**config.mk**
```make
export PLATFORM = sky130hd
export DESIGN_NAME = cordic_engine
export DESIGN_NICKNAME = d
export VERILOG_FILES = /design/src/rtl/cordic_engine.sv
export SDC_FILE = /design/constraint.sdc
export NUM_CORES = 2
export LEC_CHECK = 0
export CELL_PAD_IN_SITES_DETAIL_PLACEMENT = 1
export CELL_PAD_IN_SITES_GLOBAL_PLACEMENT = 1
export CORE_ASPECT_RATIO = 1.1
export CORE_MARGIN = 3
export CORE_UTILIZATION = 49
export DETAILED_ROUTE_END_ITERATION = 10
export PLACE_DENSITY_LB_ADDON = 0.25
export REMOVE_ABC_BUFFERS = 1
export SLEW_MARGIN = 25
export SYNTH_ARGS = -nofsm -noshare
export SYNTH_HDL_FRONTEND = slang
export SYNTH_SLANG_ARGS = --single-unit
```
**constraint.sdc**
```tcl
create_clock -name clock -period 37.1 [get_ports clock]
set_clock_uncertainty 0.1 [all_clocks]
set_input_delay 3.71 -clock clock [delete_from_list [all_inputs] [get_ports clock]]
set_output_delay 3.71 -clock clock [all_outputs]
set_load 0.02 [all_outputs]
```
**src/rtl/cordic_engine.sv**
```systemverilog
// Pipelined CORDIC core: quadrant pre-rotation, then STAGES shift-add
// iterations in rotation or vectoring mode, stall-all backpressure.
module cordic_engine #(
  parameter int WIDTH       = 16,
  parameter int ANGLE_WIDTH = 16,
  parameter int STAGES      = 14,
  parameter int GUARD       = 2,
  parameter int TAG_WIDTH   = 8
) (
  input  logic                   clock,
  input  logic                   reset,
  input  logic                   in_valid,
  output logic                   in_ready,
  input  logic                   mode_in,
  input  logic signed [WIDTH-1:0] x_in,
  input  logic signed [WIDTH-1:0] y_in,
  input  logic [ANGLE_WIDTH-1:0] angle_in,
  input  logic [TAG_WIDTH-1:0]   tag_in,
  output logic                   out_valid,
  input  logic                   out_ready,
  output logic signed [WIDTH+1:0] x_out,
  output logic signed [WIDTH+1:0] y_out,
  output logic [ANGLE_WIDTH-1:0] angle_out,
  output logic                   mode_out,
  output logic [TAG_WIDTH-1:0]   tag_out
);

  localparam int IW = WIDTH + 2 + GUARD;
  localparam int AW = ANGLE_WIDTH;
  localparam logic [AW-1:0] HALF = {1'b1, {(AW-1){1'b0}}};

  // atan(2^-i) as a 32-bit binary angle, rounded half-up to AW bits
  function automatic logic [AW-1:0] atan_lut(input int i);
    logic [32:0] a;
    logic [32:0] r;
    case (i)
      0:  a = 33'h20000000;
      1:  a = 33'h12E4051E;
      2:  a = 33'h09FB385B;
      3:  a = 33'h051111D4;
      4:  a = 33'h028B0D43;
      5:  a = 33'h0145D7E1;
      6:  a = 33'h00A2F61E;
      7:  a = 33'h00517C55;
      8:  a = 33'h0028BE53;
      9:  a = 33'h00145F2F;
      10: a = 33'h000A2F98;
      11: a = 33'h000517CC;
      12: a = 33'h00028BE6;
      13: a = 33'h000145F3;
      14: a = 33'h0000A2FA;
      15: a = 33'h0000517D;
      16: a = 33'h000028BE;
      17: a = 33'h0000145F;
      18: a = 33'h00000A30;
      19: a = 33'h00000518;
      20: a = 33'h0000028C;
      21: a = 33'h00000146;
      22: a = 33'h000000A3;
      23: a = 33'h00000051;
      24: a = 33'h00000029;
      25: a = 33'h00000014;
      26: a = 33'h0000000A;
      27: a = 33'h00000005;
      28: a = 33'h00000003;
      29: a = 33'h00000001;
      30: a = 33'h00000001;
      default: a = 33'h0;
    endcase
    r = (a + ((33'd1 << 32) >> (AW + 1))) >> (32 - AW);
    return AW'(r);
  endfunction

  logic                 v  [0:STAGES];
  logic                 m  [0:STAGES];
  logic signed [IW-1:0] xs [0:STAGES];
  logic signed [IW-1:0] ys [0:STAGES];
  logic [AW-1:0]        zs [0:STAGES];
  logic [TAG_WIDTH-1:0] ts [0:STAGES];

  logic advance;

  assign out_valid = v[STAGES];
  assign advance   = ~v[STAGES] | out_ready;
  assign in_ready  = advance;

  logic signed [IW-1:0] x_ext;
  logic signed [IW-1:0] y_ext;
  logic signed [IW-1:0] x_pre;
  logic signed [IW-1:0] y_pre;
  logic [AW-1:0]        z_pre;
  logic                 flip;

  // fold the vector into the right half-plane so iterations converge
  always_comb begin
    x_ext = {{(IW-WIDTH){x_in[WIDTH-1]}}, x_in} <<< GUARD;
    y_ext = {{(IW-WIDTH){y_in[WIDTH-1]}}, y_in} <<< GUARD;
    if (mode_in) begin
      flip = x_in[WIDTH-1];
    end else begin
      flip = angle_in[AW-1] ^ angle_in[AW-2];
    end
    x_pre = flip ? -x_ext : x_ext;
    y_pre = flip ? -y_ext : y_ext;
    if (mode_in) begin
      z_pre = flip ? HALF : '0;
    end else begin
      z_pre = flip ? angle_in + HALF : angle_in;
    end
  end

  always_ff @(posedge clock or posedge reset) begin
    if (reset) begin
      v[0]  <= 1'b0;
      m[0]  <= 1'b0;
      xs[0] <= '0;
      ys[0] <= '0;
      zs[0] <= '0;
      ts[0] <= '0;
    end else if (advance) begin
      v[0]  <= in_valid;
      m[0]  <= mode_in;
      xs[0] <= x_pre;
      ys[0] <= y_pre;
      zs[0] <= z_pre;
      ts[0] <= tag_in;
    end
  end

  for (genvar k = 1; k <= STAGES; k++) begin : g_iter
    localparam int I = k - 1;
    localparam logic [AW-1:0] ATAN = atan_lut(I);

    logic signed [IW-1:0] xsh;
    logic signed [IW-1:0] ysh;
    logic signed [IW-1:0] xn;
    logic signed [IW-1:0] yn;
    logic [AW-1:0]        zn;
    logic                 dpos;

    always_comb begin
      xsh  = xs[k-1] >>> I;
      ysh  = ys[k-1] >>> I;
      dpos = m[k-1] ? ys[k-1][IW-1] : ~zs[k-1][AW-1];
      if (dpos) begin
        xn = xs[k-1] - ysh;
        yn = ys[k-1] + xsh;
        zn = zs[k-1] - ATAN;
      end else begin
        xn = xs[k-1] + ysh;
        yn = ys[k-1] - xsh;
        zn = zs[k-1] + ATAN;
      end
    end

    always_ff @(posedge clock or posedge reset) begin
      if (reset) begin
        v[k]  <= 1'b0;
        m[k]  <= 1'b0;
        xs[k] <= '0;
        ys[k] <= '0;
        zs[k] <= '0;
        ts[k] <= '0;
      end else if (advance) begin
        v[k]  <= v[k-1];
        m[k]  <= m[k-1];
        xs[k] <= xn;
        ys[k] <= yn;
        zs[k] <= zn;
        ts[k] <= ts[k-1];
      end
    end
  end

  assign x_out     = xs[STAGES][IW-1:GUARD];
  assign y_out     = ys[STAGES][IW-1:GUARD];
  assign angle_out = zs[STAGES];
  assign mode_out  = m[STAGES];
  assign tag_out   = ts[STAGES];

  if (GUARD > 0) begin : g_guard
    logic unused_guard;
    assign unused_guard = ^{xs[STAGES][GUARD-1:0], ys[STAGES][GUARD-1:0]};
  end

endmodule

```
## Yosys cells after proc, flatten, opt, wreduce, memory -nomap -nowiden

Index checks and enable logic that the tools add are counted.

| word-level totals | value |
|---|---|
| register bits after elaboration | 990 |
| latch bits | 0 |
| memory bits (writable) | 0 |
| memory bits (read-only) | 0 |
| input port bits | 61 |
| word-level logic and storage cells | 255 |
| memories | 0 |

| cells by class | value |
|---|---|
| add/subtract/negate cells | 86 |
| $mul | 0 |
| divide/modulo/power cells | 0 |
| order comparisons | 0 |
| eq/ne operators | 0 |
| shifts and indexed selects | 0 |
| muxes and demuxes | 62 |
| bitwise logic cells | 17 |
| reduce and logical (&&, ||, !) cells | 0 |

Operators with widths:

| operator | number |
|---|---|
| two-way mux 20 bit | 30 |
| two-way mux 16 bit | 17 |
| adder 20 x 10 -> 20 bit | 2 |
| adder 20 x 11 -> 20 bit | 2 |
| adder 20 x 12 -> 20 bit | 2 |
| adder 20 x 13 -> 20 bit | 2 |
| adder 20 x 14 -> 20 bit | 2 |
| adder 20 x 15 -> 20 bit | 2 |
| adder 20 x 16 -> 20 bit | 2 |
| adder 20 x 17 -> 20 bit | 2 |
| adder 20 x 18 -> 20 bit | 2 |
| adder 20 x 19 -> 20 bit | 2 |
| adder 20 x 7 -> 20 bit | 2 |
| adder 20 x 8 -> 20 bit | 2 |
| adder 20 x 9 -> 20 bit | 2 |
| negation 18 -> 20 bit | 2 |
| subtractor 20 x 10 -> 20 bit | 2 |
| subtractor 20 x 11 -> 20 bit | 2 |
| subtractor 20 x 12 -> 20 bit | 2 |
| subtractor 20 x 13 -> 20 bit | 2 |
| subtractor 20 x 14 -> 20 bit | 2 |
| subtractor 20 x 15 -> 20 bit | 2 |
| subtractor 20 x 16 -> 20 bit | 2 |
| subtractor 20 x 17 -> 20 bit | 2 |
| other kinds (40) | 74 |

## Depth between registers and ports, before layout

| logic depth | value |
|---|---|
| depth in word-level cells | 4 |
| depth in mapped cells | 19 |
| mapped depth without buffers | 19 |

## Least setup slack after synthesis

Ideal clock, no wire load.

| timing path | value |
|---|---|
| path type | input to output |
| start point | input port out_ready |
| end point | output port in_ready |
| arrival | 5,143 ps |
| data required time | 33,290 ps |
| slack | 28,147 ps |
| stages on the path | 7 |
| path buffers | 5 |
| path through | nor2b_1 -> clkbuf_1 -> clkbuf_1 -> inv_2 -> clkbuf_1 -> clkbuf_1 -> clkbuf_1 |

| on the way | value |
|---|---|
| cells in the longest elaborated chain, start to end | 1 |

RTL lines:

| element | RTL line | text |
|---|---|---|
| start, declared | 20 | `input logic out_ready,` |
| bitwise OR 1 bit | 84 | `assign advance = ~v[STAGES] \| out_ready;` |
| end, declared | 13 | `output logic in_ready,` |

No other way between the ends.

## Worst setup path after layout

Same ends and word-level chain as after synthesis.

==> flow_metrics.env <==
export IMPL_post_cts_buffers=0
export IMPL_path_class="primary input to primary output"
export IMPL_seq_area_frac_synth=0.3253
export IMPL_synthMostInstantiatedCell="nand2_1"
export IMPL_outcome="finished, final reports clean"
export IMPL_detailed_place_hpwl_um=154700
export IMPL_r2r_slack_ps=31650
export IMPL_yosys_warnings=0
export IMPL_met1_usage=0.3193
export IMPL_grt_pass1_vias=68743
export IMPL_postCtsHoldBufs=0
export IMPL_rsz0062_at_grt="false"
export IMPL_arrival_ps=5340
export IMPL_busiest_layer="met2"
export IMPL_timing_final_crit_share=0.2467
export IMPL_drt_pre_antenna_iters=5
export IMPL_fp_row_count=149
export IMPL_synthTopCellsByArea="dfrtp_1 33%, ha_1 13%, nand2_1 6.9%"
export IMPL_synthDistinctLibCells=91
export IMPL_synthTopCellsByCount="1,371 x nand2_1, 974 x dfrtp_1, 919 x a21oi_1"
export IMPL_synth_edf_count=0
export IMPL_overflow=0
export IMPL_drtAntennaViolNets=0
export IMPL_route_detailed_drc=0
export IMPL_slew_violations=0
export IMPL_use_met3=0.02406
export IMPL_dominantRegCellSynth="dfrtp_1"
export IMPL_die_y_um=416.1
export IMPL_syn_to_final_growth_pct=8.915
export IMPL_finalSetupTns_ps=0
export IMPL_ys_ff_latch=974
export IMPL_cap_viol_max_count=0
export IMPL_crit_path_frequent_cell="clkdlybuf4s50_1"
export IMPL_clk_pin_slew_ps=60
export IMPL_hold_viol=0
export IMPL_viasPerCell=5.834
export IMPL_hold_path_class="flip-flop to flip-flop"
export IMPL_synthCells=9084
export IMPL_tightest_slew_ps=1375
export IMPL_gr_usage_met2=0.4912
export IMPL_cp_start_kind="primary input"
export IMPL_yosysTopAreaCell="dfrtp_1"
export IMPL_drt_wl_total_um=208200
export IMPL_cts_htree_levels=3
export IMPL_period_needed_ps=9152
export IMPL_cts_tree="built"
export IMPL_antenna_found_initial=2
export IMPL_cts_sinks=974
export IMPL_core_um2=151000
export IMPL_clockRootBuffer="clkbuf_16"
export IMPL_critPathBufInv=3
export IMPL_cp_cell_sequence="clkdlybuf4s50_1 > nor2b_4 > inv_8 > clkdlybuf4s50_1"
export IMPL_drtIter0Drc=2938
export IMPL_wl_per_cell_um=18.81
export IMPL_cp_end_kind="primary output"
export IMPL_critPathRequiredTime_ps=33290
export IMPL_gp_congestion=0.8669
export IMPL_die_w_um=378.8
export IMPL_drive_gt1_frac=0.03977
export IMPL_syn_area_per_cell_um2=8.248
export IMPL_port_buffers=123
export IMPL_nets=9877
export IMPL_pin_count=124
export IMPL_slowest_stage="clkdlybuf4s50_1"
export IMPL_cts_inserted_buffers=114
export IMPL_worstSkewPairLatency_ps=760
export IMPL_fmax_ghz=0.1093
export IMPL_vias=64554
export IMPL_setup_viol=0
export IMPL_grt_max_degree=220
export IMPL_cp_max_fo=48
export IMPL_grt_pass1_wl_um=348300
export IMPL_slew_headroom=0.08339
export IMPL_yosysTopAreaCellShare=0.3253
export IMPL_grt_usage=0.2623
export IMPL_n_antenna_cell=0
export IMPL_synth_area_um2=74930
export IMPL_cts_resized=0
export IMPL_async_flop_share=1.000
export IMPL_clockBufferDepth=3
export IMPL_start_util=0.4962
export IMPL_cpLargestDelayFamily="buffers and inverters"
export IMPL_slowest_delay_ps=700
export IMPL_die_area_um2=157600
[cell usage in the layout, fill, tap and decap left out, types with 28 or more instances in the layout]
cell type	count
nand3_1	138
dfrtp_1	974
o21a_1	98
o21bai_1	80
ha_1	768
mux2i_1	33
nand2b_1	97
clkdlybuf4s50_1	123
a211oi_1	86
nor2_1	897
buf_4	50
and2_1	31
nor4_1	34
nand3b_1	37
o41ai_1	33
a31oi_1	81
a21oi_1	917
xor2_1	427
clkbuf_16	115
nand2_1	1371
xnor2_1	480
o31ai_1	126
nor2b_1	72
or3_1	75
o22ai_1	28
inv_1	347
and3_1	58
nor3_1	245
a21o_1	160
fa_1	38
or2_2	30
o21ai_0	598
[worst reg2reg max path, stage by stage, from the launching register on]
cell and delay [ps]:
dfrtp_1 410, nor2_1 70, a21oi_1 650, clkinv_2 710
nor2_1 310, xor2_1 190, ha_1 290, a21o_1 190
a21oi_1 340, o21ai_0 150, a31oi_1 340, o21ai_0 280
a211oi_1 460, o21ai_0 190, a41oi_1 240, xor2_1 230
o21ai_0 100
[kinds of logic (layout without fill, tap and decap cells)]
logic type	count (synthesis)	count (layout)	share of synthesized area
muxes	56	56	0.007848
buffers and inverters	727	745	0.03951
DFF	974	974	0.3253
and+or+nand+nor	3169	3169	0.1849
xor gates and xnor gates	907	907	0.1060
AOI/OAI and AO/OA	2445	2445	0.1980
adders and majority gates	806	806	0.1384
[path summary, 6_finish.rpt]
| check | from | end | depth (start not counted) |
|---|---|---|---|
| max | out_ready | in_ready | 4 |
| min | zs[208] | zs[192] | 2 |
| max reg2reg | zs[159] | g_iter[7].ysh[12] | 16 |
| min reg2reg | zs[208] | zs[192] | 2 |
| max in group asynchronous | reset | ts[49] | 5 |
| min in group asynchronous | reset | out_valid | 2 |
[per-stage QoR]
step / hold slack [ps] / setup slack [ps] / utilization / area, um^2 / cells
4_1_cts: 369.1 / 27940 / 0.5403 / 81590 / 11065
3_5_place_dp: 356.2 / 27950 / 0.5136 / 77560 / 10857
3_3_place_gp: 340.7 / 27960 / 0.5136 / 77560 / 10857
2_1_floorplan: 330.0 / -70630 / - / 73300 / 8713
5_1_grt: 390.2 / 27890 / 0.5404 / 81610 / 11065
6_report: 361.7 / 27950 / 0.5404 / 81610 / 11065
[layer usage]
| layer | wire, um | up-vias |
|---|---|---|
| met1 | 89280 | 32108 |
| met5 | 0 | - |
| met2 | 109100 | 646 |
| li1 | - | 31478 |
| met4 | 5156 | 0 |
| met3 | 4694 | 322 |
[sequential cells by signal, indices dropped and copies added, names as in the netlist, 8 cells and up]
name / flops
xs: 89
ts: 112
v: 14
zs: 224
angle_out: 16
g_iter.ysh: 185
x_out: 18
y_out: 18
m: 14
tag_out: 8
ys: 88
g_iter.xsh: 186
[layout make-up]
cell class / count / area [um^2]
clock buffer: 149 / 3216
clock inverter: 59 / 818.3
fill: 18145 / 69400
inverter: 356 / 1358
multi-input combinational: 7383 / 47630
sequential: 974 / 24370
tap: 1963 / 2456
timing repair buffer: 181 / 1758
Power is left out: the tool's default activity adds up to more than one toggle a clock period on the data nets, which glitch-free logic cannot reach.
